File: config.mk
export PLATFORM = sky130hd
export DESIGN_NAME = idx_mask_builder
export DESIGN_NICKNAME = d
export VERILOG_FILES = /design/src/rtl/idx_mask_pkg.sv /design/src/rtl/idx_mask_dec.sv /design/src/rtl/idx_mask_builder.sv
export SDC_FILE = /design/constraint.sdc
export NUM_CORES = 1
export LEC_CHECK = 0
export ABC_CLOCK_PERIOD_IN_PS = 3700
export CORE_ASPECT_RATIO = 0.75
export CORE_MARGIN = 3
export CORE_UTILIZATION = 50
export CTS_CLUSTER_SIZE = 20
export DETAILED_ROUTE_END_ITERATION = 8
export GPL_TIMING_DRIVEN = 0
export PLACE_DENSITY = 0.84
export SLEW_MARGIN = 25
export SYNTH_ARGS = -nofsm -noshare
export SYNTH_HDL_FRONTEND = slang
export SYNTH_SLANG_ARGS = --single-unit
File: constraint.sdc
create_clock -name clk_i -period 3.7 [get_ports clk_i]
set_input_delay 0.74 -clock clk_i [delete_from_list [all_inputs] [get_ports clk_i]]
set_output_delay 0.74 -clock clk_i [all_outputs]
set_load 0.03 [all_outputs]
File: src/rtl/idx_mask_pkg.sv
// Shared types and index helpers for the index-to-mask rebuilder.
package idx_mask_pkg;

  typedef enum logic {
    ACCUM  = 1'b0,
    OUTPUT = 1'b1
  } state_t;

  function automatic int idx_width(input int width);
    return (width > 1) ? $clog2(width) : 1;
  endfunction

  // MODE 1 counts from the MSB; the mapping is its own inverse.
  function automatic int idx_to_bit(input int idx, input int width, input int mode);
    return (mode == 1) ? (width - 1 - idx) : idx;
  endfunction

endpackage

File: src/rtl/idx_mask_dec.sv
// Combinational index-to-one-hot decoder with in-range flag; zero latency, no flow control.
module idx_mask_dec
  import idx_mask_pkg::*;
#(
  parameter int WIDTH = 32,
  parameter int MODE  = 0,
  parameter int IDX_W = idx_width(WIDTH)
) (
  input  logic [IDX_W-1:0] i_idx,
  output logic [WIDTH-1:0] o_onehot,
  output logic             o_in_range
);

  // Walk bit positions and ask which index lands there, so no index ever
  // addresses past the vector for non-power-of-2 widths.
  always_comb begin
    o_onehot = '0;
    for (int b = 0; b < WIDTH; b++) begin
      o_onehot[b] = (i_idx == IDX_W'(idx_to_bit(b, WIDTH, MODE)));
    end
  end

  assign o_in_range = |o_onehot;

endmodule

File: src/rtl/idx_mask_builder.sv
// Rebuilds a WIDTH-bit mask from index beats until last; mask valid the cycle after the last beat,
// beats stalled while the mask waits for ready. Macro IDX_MASK_BUILDER_DUP_CHECK_EN flags duplicate indices.
module idx_mask_builder
  import idx_mask_pkg::*;
#(
  parameter  int WIDTH    = 32,
  parameter  int MODE     = 0,
  localparam int IdxWidth = idx_width(WIDTH)
) (
  input  logic                clk_i,
  input  logic                rst_ni,
  input  logic                clear_i,
  input  logic                idx_valid_i,
  output logic                idx_ready_o,
  input  logic [IdxWidth-1:0] idx_i,
  input  logic                idx_empty_i,
  input  logic                idx_last_i,
  output logic                mask_valid_o,
  input  logic                mask_ready_i,
  output logic [WIDTH-1:0]    mask_o,
  output logic                err_o
);

  state_t           r_state;
  logic [WIDTH-1:0] r_mask;
  logic             r_err;

  logic [WIDTH-1:0] w_onehot;
  logic             w_in_range;
  logic             w_accept;
  logic             w_hit;
  logic             w_dup;

  idx_mask_dec #(
    .WIDTH(WIDTH),
    .MODE (MODE),
    .IDX_W(IdxWidth)
  ) u_dec (
    .i_idx     (idx_i),
    .o_onehot  (w_onehot),
    .o_in_range(w_in_range)
  );

  assign idx_ready_o  = (r_state == ACCUM);
  assign mask_valid_o = (r_state == OUTPUT);
  assign mask_o       = mask_valid_o ? r_mask : '0;
  assign err_o        = mask_valid_o & r_err;

  // clear wins over the beat handshake even though ready still reads high
  assign w_accept = idx_valid_i & idx_ready_o & ~clear_i;
  assign w_hit    = w_accept & ~idx_empty_i;

`ifdef IDX_MASK_BUILDER_DUP_CHECK_EN
  assign w_dup = w_hit & w_in_range & (|(r_mask & w_onehot));
`else
  assign w_dup = 1'b0;
`endif

  always_ff @(posedge clk_i or negedge rst_ni) begin
    if (!rst_ni) begin
      r_state <= ACCUM;
      r_mask  <= '0;
      r_err   <= 1'b0;
    end else if (clear_i) begin
      r_state <= ACCUM;
      r_mask  <= '0;
      r_err   <= 1'b0;
    end else begin
      case (r_state)
        ACCUM: begin
          if (w_hit) begin
            r_mask <= r_mask | w_onehot;
            if (!w_in_range || w_dup) r_err <= 1'b1;
          end
          if (w_accept && idx_last_i) r_state <= OUTPUT;
        end
        OUTPUT: begin
          if (mask_ready_i) begin
            r_state <= ACCUM;
            r_mask  <= '0;
            r_err   <= 1'b0;
          end
        end
        default: r_state <= ACCUM;
      endcase
    end
  end

endmodule
# Yosys cells after proc, flatten, opt, wreduce, memory -nomap -nowiden
# Cells that the tools add are included.
[totals]
register_bits = 34
inputBits = 12
output_inout_bits = 35
wordCells = 64
[op_classes]
eq_ne = 34
mux = 14
bitwise = 8
reduce_logical = 5
[op_table]
columns = ["op", "n"]
rows = [
  ["2-to-1 mux 32 bit", 4],
  ["== test 5 bit (second input constant)", 16],
  ["one-hot mux 32 bit (2 select lines)", 1],
  ["== test 5 x 4 -> 1 bit (second input constant)", 8],
  ["OR 32 bit", 1],
  ["OR reduction 32 bit", 1],
  ["== test 5 x 3 -> 1 bit (second input constant)", 4],
  ["== test 5 x 2 -> 1 bit (second input constant)", 2],
  ["2-to-1 mux 1 bit", 7],
  ["inequality test 3 bit (second input constant)", 2],
  ["== test 5 x 1 -> 1 bit (second input constant)", 1],
  ["zero test 5 bit", 1],
  ["AND 1 bit", 4],
  ["one-hot mux 1 bit (2 select lines)", 2],
  ["inequality test 3 x 2 -> 1 bit (second input constant)", 1],
  ["NOT 1 bit", 3],
  ["AND reduction 3 bit", 1],
  ["AND reduction 2 bit", 1],
  ["logical AND 1 bit", 1],
]

# Longest topological paths before layout
# Gate-level depths: netlist (run 1).
[logic_depth]
depth_word = 7
mapped_depth = 5

# Cells and area by module
# A second synthesis (run 1) with hierarchy kept.
[unflattened]
cells_unflattened = 168
hier_area_um2 = 1784.2
[modules_own_cells]
columns = ["mod", "instances", "cells_per_inst", "area_each_um2"]
rows = [
  ["idx_mask_builder", 1, 119, 1551.5],
  ["idx_mask_dec", 1, 49, 232.7],
]

# Worst setup path after synthesis (run 1)
# OpenSTA, ideal clock, no wires.
[synth_timing]
kind = "register -> output"
start = "reg r_state, in the netlist mask_valid_o"
end = "out mask_o[0]"
t_arrival_ns = 1.327
required_ns = 2.960
slack_ns = 1.633
stages_incl_launch_ff = 4
n_path_buf = 2
path_cell_list = "dfrtp_1 -> clkbuf_1 -> clkbuf_1 -> and2_1"
[synth_via]
elab_chain_cells = 1
[synth_lines]
columns = ["item", "line", "source"]
rows = [
  ["start, declared", "idx_mask_builder.sv:24", "state_t r_state;"],
  ["start signal, assigned", "idx_mask_builder.sv:61", "r_state <= ACCUM;"],
  ["start signal, assigned", "idx_mask_builder.sv:65", "r_state <= ACCUM;"],
  ["start signal, assigned", "idx_mask_builder.sv:75", "if (w_accept && idx_last_i) r_state <= OUTPUT;"],
  ["2-to-1 mux 32 bit", "idx_mask_builder.sv:46", "assign mask_o = mask_valid_o ? r_mask : '0;"],
  ["end, declared", "idx_mask_builder.sv:20", "output logic [WIDTH-1:0] mask_o,"],
]
# No other way between the ends.

# Worst setup path after layout (run 1)
[layout_timing]
start = "reg r_state, in the netlist mask_valid_o"
end = "out mask_o[10]"
# The elaborated chain is that of the path after synthesis.

==> impl_metrics.tcl, run 1 <==
set metrics [dict create \
    die_width_um 70.9 \
    cp-start-kind "register" \
    cts_buffers 5 \
    syn2layout_area_growth_pct 38.3 \
    crit_fanout 10 \
    place.gp.congestion 0.767 \
    via_per_inst 5.48 \
    hold_class "primary input to asynchronous set/reset pin" \
    detail-route-antenna-nets 0 \
    max_cap_viol_count 0 \
    io_buffer_count 43 \
    clockBufferDepth 2 \
    synth_area_mm2 0.00158 \
    clkTransAtPathRegs_ns 0.07 \
    synth_ff_type "dfrtp_1" \
    cp.required_ns 2.96 \
    synth_seq_cells 34 \
    crit_path_start "mask_valid_o" \
    power_w 0.000774 \
    wl_um 3730 \
    hold_viol_final 0 \
    num_io_pins 47 \
    synthArstFlopShare_pct 100 \
    cts_resized 0 \
    ys_seq_area_share_pct 53.9 \
    r2r-start "mask_valid_o" \
    fmax_ghz 0.333 \
    clk_latency_ns 0.29 \
    netlist_instances 154 \
    drc 0 \
    synth-edff-count 0 \
    yosysWarnings 0 \
    firstDrtPassIters 4 \
    die_h_um 54.7 \
    synth.area.top_cells "dfrtp_1 (54%), and2_1 (13%), o21ai_0 (6.3%)" \
    drive_gt1_share_pct 6.80 \
    vias 1327 \
    tightest_slew_ns 0.472 \
    cts_tree "done" \
    hold_buffers 0 \
    grt_overflow 0 \
    cts_root_buf "clkbuf_8" \
    cts.sink_count 34 \
    rows 16 \
    rsz0062_at_grt "false" \
    end_kind "output port" \
    fillers 172 \
    nNetsFinal 217 \
    worstPathArrival_ns 2.26 \
    ir_worst_vdd_v 0.000319 \
    grt_first_pass_wirelength_um 6220 \
    synth_top_area_share_pct 53.9 \
    grt.total_usage_pct 21.7 \
    start_util_pct 56.3 \
    wl_per_cell_um 15.4 \
    drt-initial-drc-count 79 \
    worstSetupPathType "register to output port" \
    post-route-period-util_pct 81.2 \
    grt_max_degree 25 \
    synthesis.nets 166 \
    yosys.cell_types.count 23 \
    power.density_mw_per_mm2 354 \
    antenna_found_initial 0 \
    post-synth-top-area-cell "dfrtp_1" \
    slew_viol_final 0 \
    post_cts_buffers 0 \
    status "finished clean" \
    grt_pass1_vias 1293 \
    setup_viol 0 \
    synth_common_cells "and2_1 (34), dfrtp_1 (34), nand2_1 (22)" \
    slew-limit-headroom_pct 68.6 \
    fin_skew_ns 0.00482 \
    die-area_mm2 0.00388 \
    seq_area_um2 851 \
    synth.avg_cell_area_um2 10.3 \
    tns_ns 0 \
    fin_crit_ns 3.00 \
    p_leak_nw 0.929 \
    multi_input_comb_area_um2 687 \
    cts_max_level 2 \
    antennaDiodeCount 0 \
    core_area_mm2 0.00280 \
    dp_hpwl_um 2660 \
]
[state kept, by name, summed over array words and instances, names as in the netlist]
signal / cells
r_mask: 32
mask_valid_o: 1
r_err: 1
[worst paths after layout]
path | to | slack (ns) | depth (start not counted)
max in group asynchronous | r_err | 2.97 | 2
hold reg to reg | r_mask[6] | 0.48 | 2
hold / removal | r_mask[2] | 0.32 | 1
setup / recovery | mask_o[10] | 0.70 | 4
min in group clk_i | r_mask[6] | 0.48 | 2
setup reg to reg | r_mask[30] | 1.91 | 4
[layout by cell type, fill, tap and decap left out, types with 2 or more instances in the layout]
master           Yosys  final
nand4b_1             2      2
a32o_1               3      3
nor2b_1              3      3
clkbuf_1             8     10
and2_1              34     34
dfrtp_1             34     34
nor4b_4              2      2
a22o_1               9      9
clkbuf_8             0      5
nand2b_1             2      2
buf_1                2      2
nand2_1             22     22
clkdlybuf4s50_1      0     42
nor2_1               3      3
o21ai_0             20     20
[layout make-up]
cell class                      instances  area share, %
Timing Repair Buffer                   44           20.7
Clock buffer                            7           3.50
Multi-Input combinational cell        109           31.5
Buffer                                 10           1.72
Sequential cell                        34           39.0
Inverter                                1          0.172
Clock inverter                          1           1.38
Tap cell                               36           2.06
[layer usage]
layer | vias to the layer above | share of wire, % | global-route usage [%]
met2 | 52 | 47 | 36.2
met4 | 0 | 1.7 | 10.3
met3 | 7 | 7.7 | 5.32
met5 | - | 0 | 0
met1 | 643 | 43 | 27.1
li1 | 625 | - | -
[metrics by stage]
step	hold WS (ns)	instances	util (%)	area [um2]	setup slack (ns)
3_5_place_dp	0.463	234	74.1	2080	1.02
5_1_grt	0.325	242	77.9	2180	0.605
4_1_cts	0.322	242	77.9	2180	0.700
2_1_floorplan	0.442	154	-	1580	1.63
3_3_place_gp	0.455	233	73.3	2050	1.10
6_report	0.319	242	77.9	2180	0.697
[logic make-up (layout without fill, tap and decap cells)]
group / Yosys count / in the layout / synth area share (%)
flops: 34 / 34 / 53.9
buf+inv: 11 / 63 / 2.61
compound gates: 34 / 34 / 13.9
simple gates: 75 / 75 / 29.6
[power by group]
part | internal, W | leakage [nW] | total [W] | switching (W)
combinational | 0.0000226 | 0.402 | 0.0000648 | 0.0000422
clock | 0.000201 | 0.0524 | 0.000333 | 0.000132
sequential | 0.000374 | 0.474 | 0.000376 | 0.00000155
total | 0.000598 | 0.929 | 0.000774 | 0.000175
[worst max-delay path, stage by stage (launching register included)]
cell and delay (ns):
dfrtp_1 0.38, clkbuf_1 0.36, clkbuf_1 0.36, and2_1 0.19
clkdlybuf4s50_1 0.68
No activity file was read; power rests on OpenSTA's default activity.
==> run 2: changes to the inputs <==
Settings changed: ABC_CLOCK_PERIOD_IN_PS 3700 to 2700, CORE_UTILIZATION 50 to 42, PLACE_DENSITY 0.84 to 0.75.
Clock period 3.7 ns to 2.7 ns, I/O delays scaled along.
==> impl_metrics.tcl, run 2 (synthesis gave the netlist of run 1 again) <==
set metrics [dict create \
    status "finished clean" \
    dp_hpwl_um 2930 \
    post-route-period-util_pct 92.0 \
    p_comb_share_pct 8.9 \
    clk_latency_ns 0.28 \
    grt_max_degree 21 \
    clkTransAtPathRegs_ns 0.07 \
    p_clk_share_pct 38.6 \
    cp-start-kind "register" \
    detail-route-antenna-nets 0 \
    largest_register "r_mask" \
    wl_met3_um 271 \
    syn2layout_area_growth_pct 38.4 \
    cts.sink_count 34 \
    max_cap_viol_count 0 \
    fin_crit_ns 2.48 \
    dpl-instance-area_mm2 0.00209 \
    start_util_pct 45.8 \
    hold_class "primary input to asynchronous set/reset pin" \
    worstSetupPathType "register to output port" \
    ir_worst_vdd_v 0.000267 \
    whs_ns 0.159 \
    core_area_mm2 0.00345 \
    cts_tree "done" \
    antennaDiodeCount 0 \
    r2r_slack_ns 0.85 \
    grt_pass1_vias 1294 \
    cpMaxStageDelayCell "clkdlybuf4s50_1" \
    wl_um 3930 \
    worstPathArrival_ns 1.94 \
    final_cell_mix "clkdlybuf4s50_1 (42), and2_1 (34), dfrtp_1 (34)" \
    die-area_mm2 0.00454 \
    tightest_slew_ns 0.529 \
    hold_viol_final 0 \
    num_io_pins 47 \
    drive_gt1_share_pct 8.78 \
    via_per_inst 5.17 \
    worst_slack_ns 0.216 \
    crit_path_max_incr_delay_ns 0.68 \
    clockBufferDepth 2 \
    cts_max_level 2 \
    place_ws_ns 0.276 \
    io_buffer_count 43 \
    largest_reg_flops 32 \
    power.internal_w 0.000750 \
    top_signal_layer_used "met4" \
    drt-initial-drc-count 92 \
    cp_top_family "buffers and inverters" \
    antenna_found_initial 0 \
    power.density_mw_per_mm2 451 \
    cp.required_ns 2.16 \
    cts_buffers 5 \
    cp_num_buf_inv 2 \
    place.gp.congestion 0.818 \
    wl_met1_um 1730 \
    rsz0062_at_grt "false" \
    crit_fanout 12 \
    power_w 0.000985 \
    finalInstanceArea_mm2 0.00219 \
    met2WireLength_um 1880 \
    vias 1318 \
    seq_power_share_pct 52.5 \
    p_leak_nw 0.933 \
    die_h_um 59.1 \
    grt_first_pass_wirelength_um 6500 \
    grt_overflow 0 \
    end_kind "output port" \
    switching_share_pct 23.9 \
    tns_ns 0 \
    hold_buffers 0 \
    slew_viol_final 0 \
    setup_viol 0 \
    rows 18 \
    fin_skew_ns 0.00337 \
    cts_root_buf "clkbuf_8" \
    wl_per_cell_um 15.4 \
    slew-limit-headroom_pct 64.7 \
    drc 0 \
    grt.total_usage_pct 19.0 \
    fmax_ghz 0.403 \
    p_sw_w 0.000235 \
    firstDrtPassIters 4 \
    die_width_um 76.8 \
    path_cells "clkbuf_2, and2_1, clkdlybuf4s50_1" \
    layout_commonest_cell "clkdlybuf4s50_1" \
    nNetsFinal 216 \
]
==> run 2: repair_timing <==
item / CTS / global route
resized for setup: 3 / 0
buffers inserted: 0 / 0
setup endpoints to repair: 30 / 30
pin swaps: 0 / 0
==> run 2: per-layer routing <==
metal / track usage (%) / vias up
li1: - / 622
met1: 24.8 / 638
met2: 30.8 / 51
met3: 4.86 / 7
met4: 7.75 / 0
met5: 0 / -
==> run 2: final cells by class <==
| class | instances | area [um2] |
|---|---|---|
| clock inverters | 1 | 5.00 |
| inverters | 1 | 3.75 |
| fillers | 295 | 1260 |
| well taps | 50 | 62.6 |
| flip-flops and latches | 34 | 851 |
| repair buffers | 44 | 453 |
| multi-input cells | 109 | 687 |
| clock buffers | 7 | 86.3 |
| plain buffers | 9 | 37.5 |
==> run 2: stage by stage <==
step                      util [%]  cells
after floorplan                  -    154
after global placement        60.1    247
after detailed placement      60.8    248
after CTS                     63.5    256
after global routing          63.4    255
final                         63.4    255
==> run 2: worst register-to-register path: cells and delay by family (launching register included) <==
family / cells / cell delay (ns)
AO/OA/AOI/OAI: 1 / 0.22
flip-flops: 1 / 0.51
AND/OR/NAND/NOR: 2 / 1.07
==> run 2: path summary, 6_finish.rpt <==
path                       depth (start not counted)         start         end
setup / recovery                                   3  mask_valid_o  mask_o[10]
hold / removal                                     1        rst_ni   r_mask[1]
setup reg to reg                                   3  mask_valid_o  r_mask[25]
hold reg to reg                                    2    r_mask[16]  r_mask[16]
max in group asynchronous                          2        rst_ni  r_mask[21]
min in group clk_i                                 2    r_mask[16]  r_mask[16]
==> run 2: power by group through the flow <==
stage	Combinational, W	Clock [W]	Sequential [W]
2_1_floorplan	0.0000402	0	0.000526
3_3_place_gp	0.0000818	0	0.000525
3_5_place_dp	0.0000896	0	0.000525
4_1_cts	0.0000909	0.000390	0.000515
5_1_grt	0.0000970	0.000407	0.000518
6_report	0.0000876	0.000380	0.000517
==> run 3: changes to the inputs <==
Settings changed: CORE_UTILIZATION 42 to 44, CTS_BUF_LIST set to sky130_fd_sc_hd__clkbuf_2, PLACE_DENSITY 0.75 to 0.78, SLEW_MARGIN 25 to 10.
==> impl_metrics.tcl, run 3 (synthesis gave the netlist of run 1 again) <==
set metrics [dict create \
    status "finished clean" \
    firstDrtPassIters 4 \
    worstPathArrival_ns 1.96 \
    wl_per_cell_um 16.1 \
    finalInstanceArea_mm2 0.00210 \
    cts.sink_count 34 \
    clockBufferDepth 2 \
    r2r_slack_ns 0.89 \
    die_width_um 75.2 \
    die_h_um 57.9 \
    cp_num_buf_inv 2 \
    detail-route-antenna-nets 0 \
    nNetsFinal 215 \
    grt_max_degree 35 \
    dp_hpwl_um 2860 \
    rsz0062_at_grt "false" \
    rows 18 \
    power.density_mw_per_mm2 399 \
    whs_ns 0.188 \
    drive_gt1_share_pct 8.82 \
    setup_viol 0 \
    worstSetupPathType "register to output port" \
    grt_overflow 0 \
    num_io_pins 47 \
    top_signal_layer_used "met4" \
    slew-limit-headroom_pct 50.5 \
    crit_path_max_incr_delay_ns 0.67 \
    dpl-instance-area_mm2 0.00205 \
    drc 0 \
    place.gp.congestion 0.863 \
    dp_cells 237 \
    place_ws_ns 0.240 \
    tns_ns 0 \
    fin_crit_ns 2.50 \
    tightest_slew_ns 0.743 \
    fin_cells 244 \
    p_leak_nw 0.897 \
    antennaDiodeCount 0 \
    cp.required_ns 2.16 \
    die-area_mm2 0.00435 \
    post-route-period-util_pct 92.5 \
    start_util_pct 47.1 \
    final_cell_mix "clkdlybuf4s50_1 (42), and2_1 (34), dfrtp_1 (33)" \
    clk_latency_ns 0.38 \
    cts_max_level 2 \
    path_cells "clkbuf_2, and2_1, clkdlybuf4s50_1" \
    slew_viol_final 0 \
    largest_register "r_mask" \
    io_buffer_count 43 \
    cts_buffers 5 \
    vias 1361 \
    largest_reg_flops 32 \
    post_cts_buffers 0 \
    via_per_inst 5.58 \
    cp_top_family "buffers and inverters" \
    layout_commonest_cell "clkdlybuf4s50_1" \
    wl_met1_um 1730 \
    cts_root_buf "clkbuf_2" \
    max_cap_viol_count 0 \
    crit_fanout 12 \
    fillers 270 \
    timing.rr.end "r_mask[25]" \
    end_kind "output port" \
    ir_worst_vdd_v 0.000219 \
    hold_viol_final 0 \
    syn2layout_area_growth_pct 32.8 \
    cp-start-kind "register" \
    core_area_mm2 0.00336 \
    drt-initial-drc-count 113 \
    grt.total_usage_pct 19.5 \
    antenna_found_initial 0 \
    cts_tree "done" \
    grt_first_pass_wirelength_um 6490 \
    grt_pass1_vias 1374 \
    r2r-start "mask_valid_o" \
    wl_met3_um 225 \
    fmax_ghz 0.400 \
    cpMaxStageDelayCell "clkdlybuf4s50_1" \
    fin_skew_ns 0.0204 \
    worst_slack_ns 0.202 \
    met2WireLength_um 1900 \
    wl_um 3940 \
    clkTransAtPathRegs_ns 0.19 \
    hold_class "primary input to asynchronous set/reset pin" \
    reg2reg_depth 3 \
]
-- run 3: changes by cell type in the layout (fill, tap and decap cells not counted) --
cell / change
clkbuf_8: -6
clkbuf_2: +5
buf_16: -1
clkbuf_1: -1
clkinv_1: +1
clkinvlp_4: +1
dfrtp_1: -1
dfrtp_2: +1
-- run 3: timing repair --
item,CTS,global route
hold buffers,0,0
gates resized for setup,1,6
setup endpoints to repair,30,19
pin swaps,0,0
cloned,0,0
-- run 3: worst reg2reg max path: cells and delay by family (launching register included) --
kind	cells	cell delay, ns
AO/OA/AOI/OAI	1	0.21
flip-flops	1	0.52
AND/OR/NAND/NOR	2	1.04
-- run 3: worst max-delay path by stage --
stage | slack [ns] | from | endpoint | cells after the start
2_1_floorplan | 0.83 | mask_valid_o | mask_o[0] | 3
3_3_place_gp | 0.30 | mask_valid_o | mask_o[15] | 4
3_5_place_dp | 0.24 | mask_valid_o | mask_o[15] | 4
4_1_cts | 0.06 | mask_valid_o | mask_o[15] | 3
5_1_grt | 0.12 | mask_valid_o | mask_o[15] | 3
6_report | 0.20 | mask_valid_o | mask_o[15] | 3
-- run 3: per-stage QoR --
stage	util, %	power [W]
after detailed placement	61.2	0.000609
final	62.5	0.000837
after global placement	61.4	0.000607
after CTS	62.4	0.000839
after floorplan	-	0.000566
after global routing	62.5	0.000868
-- run 3: power breakdown --
part	internal [W]	total [W]	switching, W
combinational	0.0000271	0.0000825	0.0000554
sequential	0.000514	0.000518	0.00000413
clock	0.0000591	0.000237	0.000178
-- run 3: layout make-up --
cell class | count | area (um2) | area share (%)
Buffer | 9 | 37.5 | 1.79
Clock buffer | 5 | 25.0 | 1.19
Clock inverter | 3 | 16.3 | 0.776
Inverter | 1 | 3.75 | 0.179
Multi-Input combinational cell | 109 | 687 | 32.8
Sequential cell | 34 | 852 | 40.6
Tap cell | 40 | 50.0 | 2.39
Timing Repair Buffer | 43 | 425 | 20.3
-- run 3: metal layers --
| layer | track usage (%) | vias to the layer above |
|---|---|---|
| met3 | 3.47 | 10 |
| met1 | 27.7 | 674 |
| met2 | 29.7 | 55 |
| li1 | - | 622 |
| met4 | 8.23 | 0 |
| met5 | 0 | - |
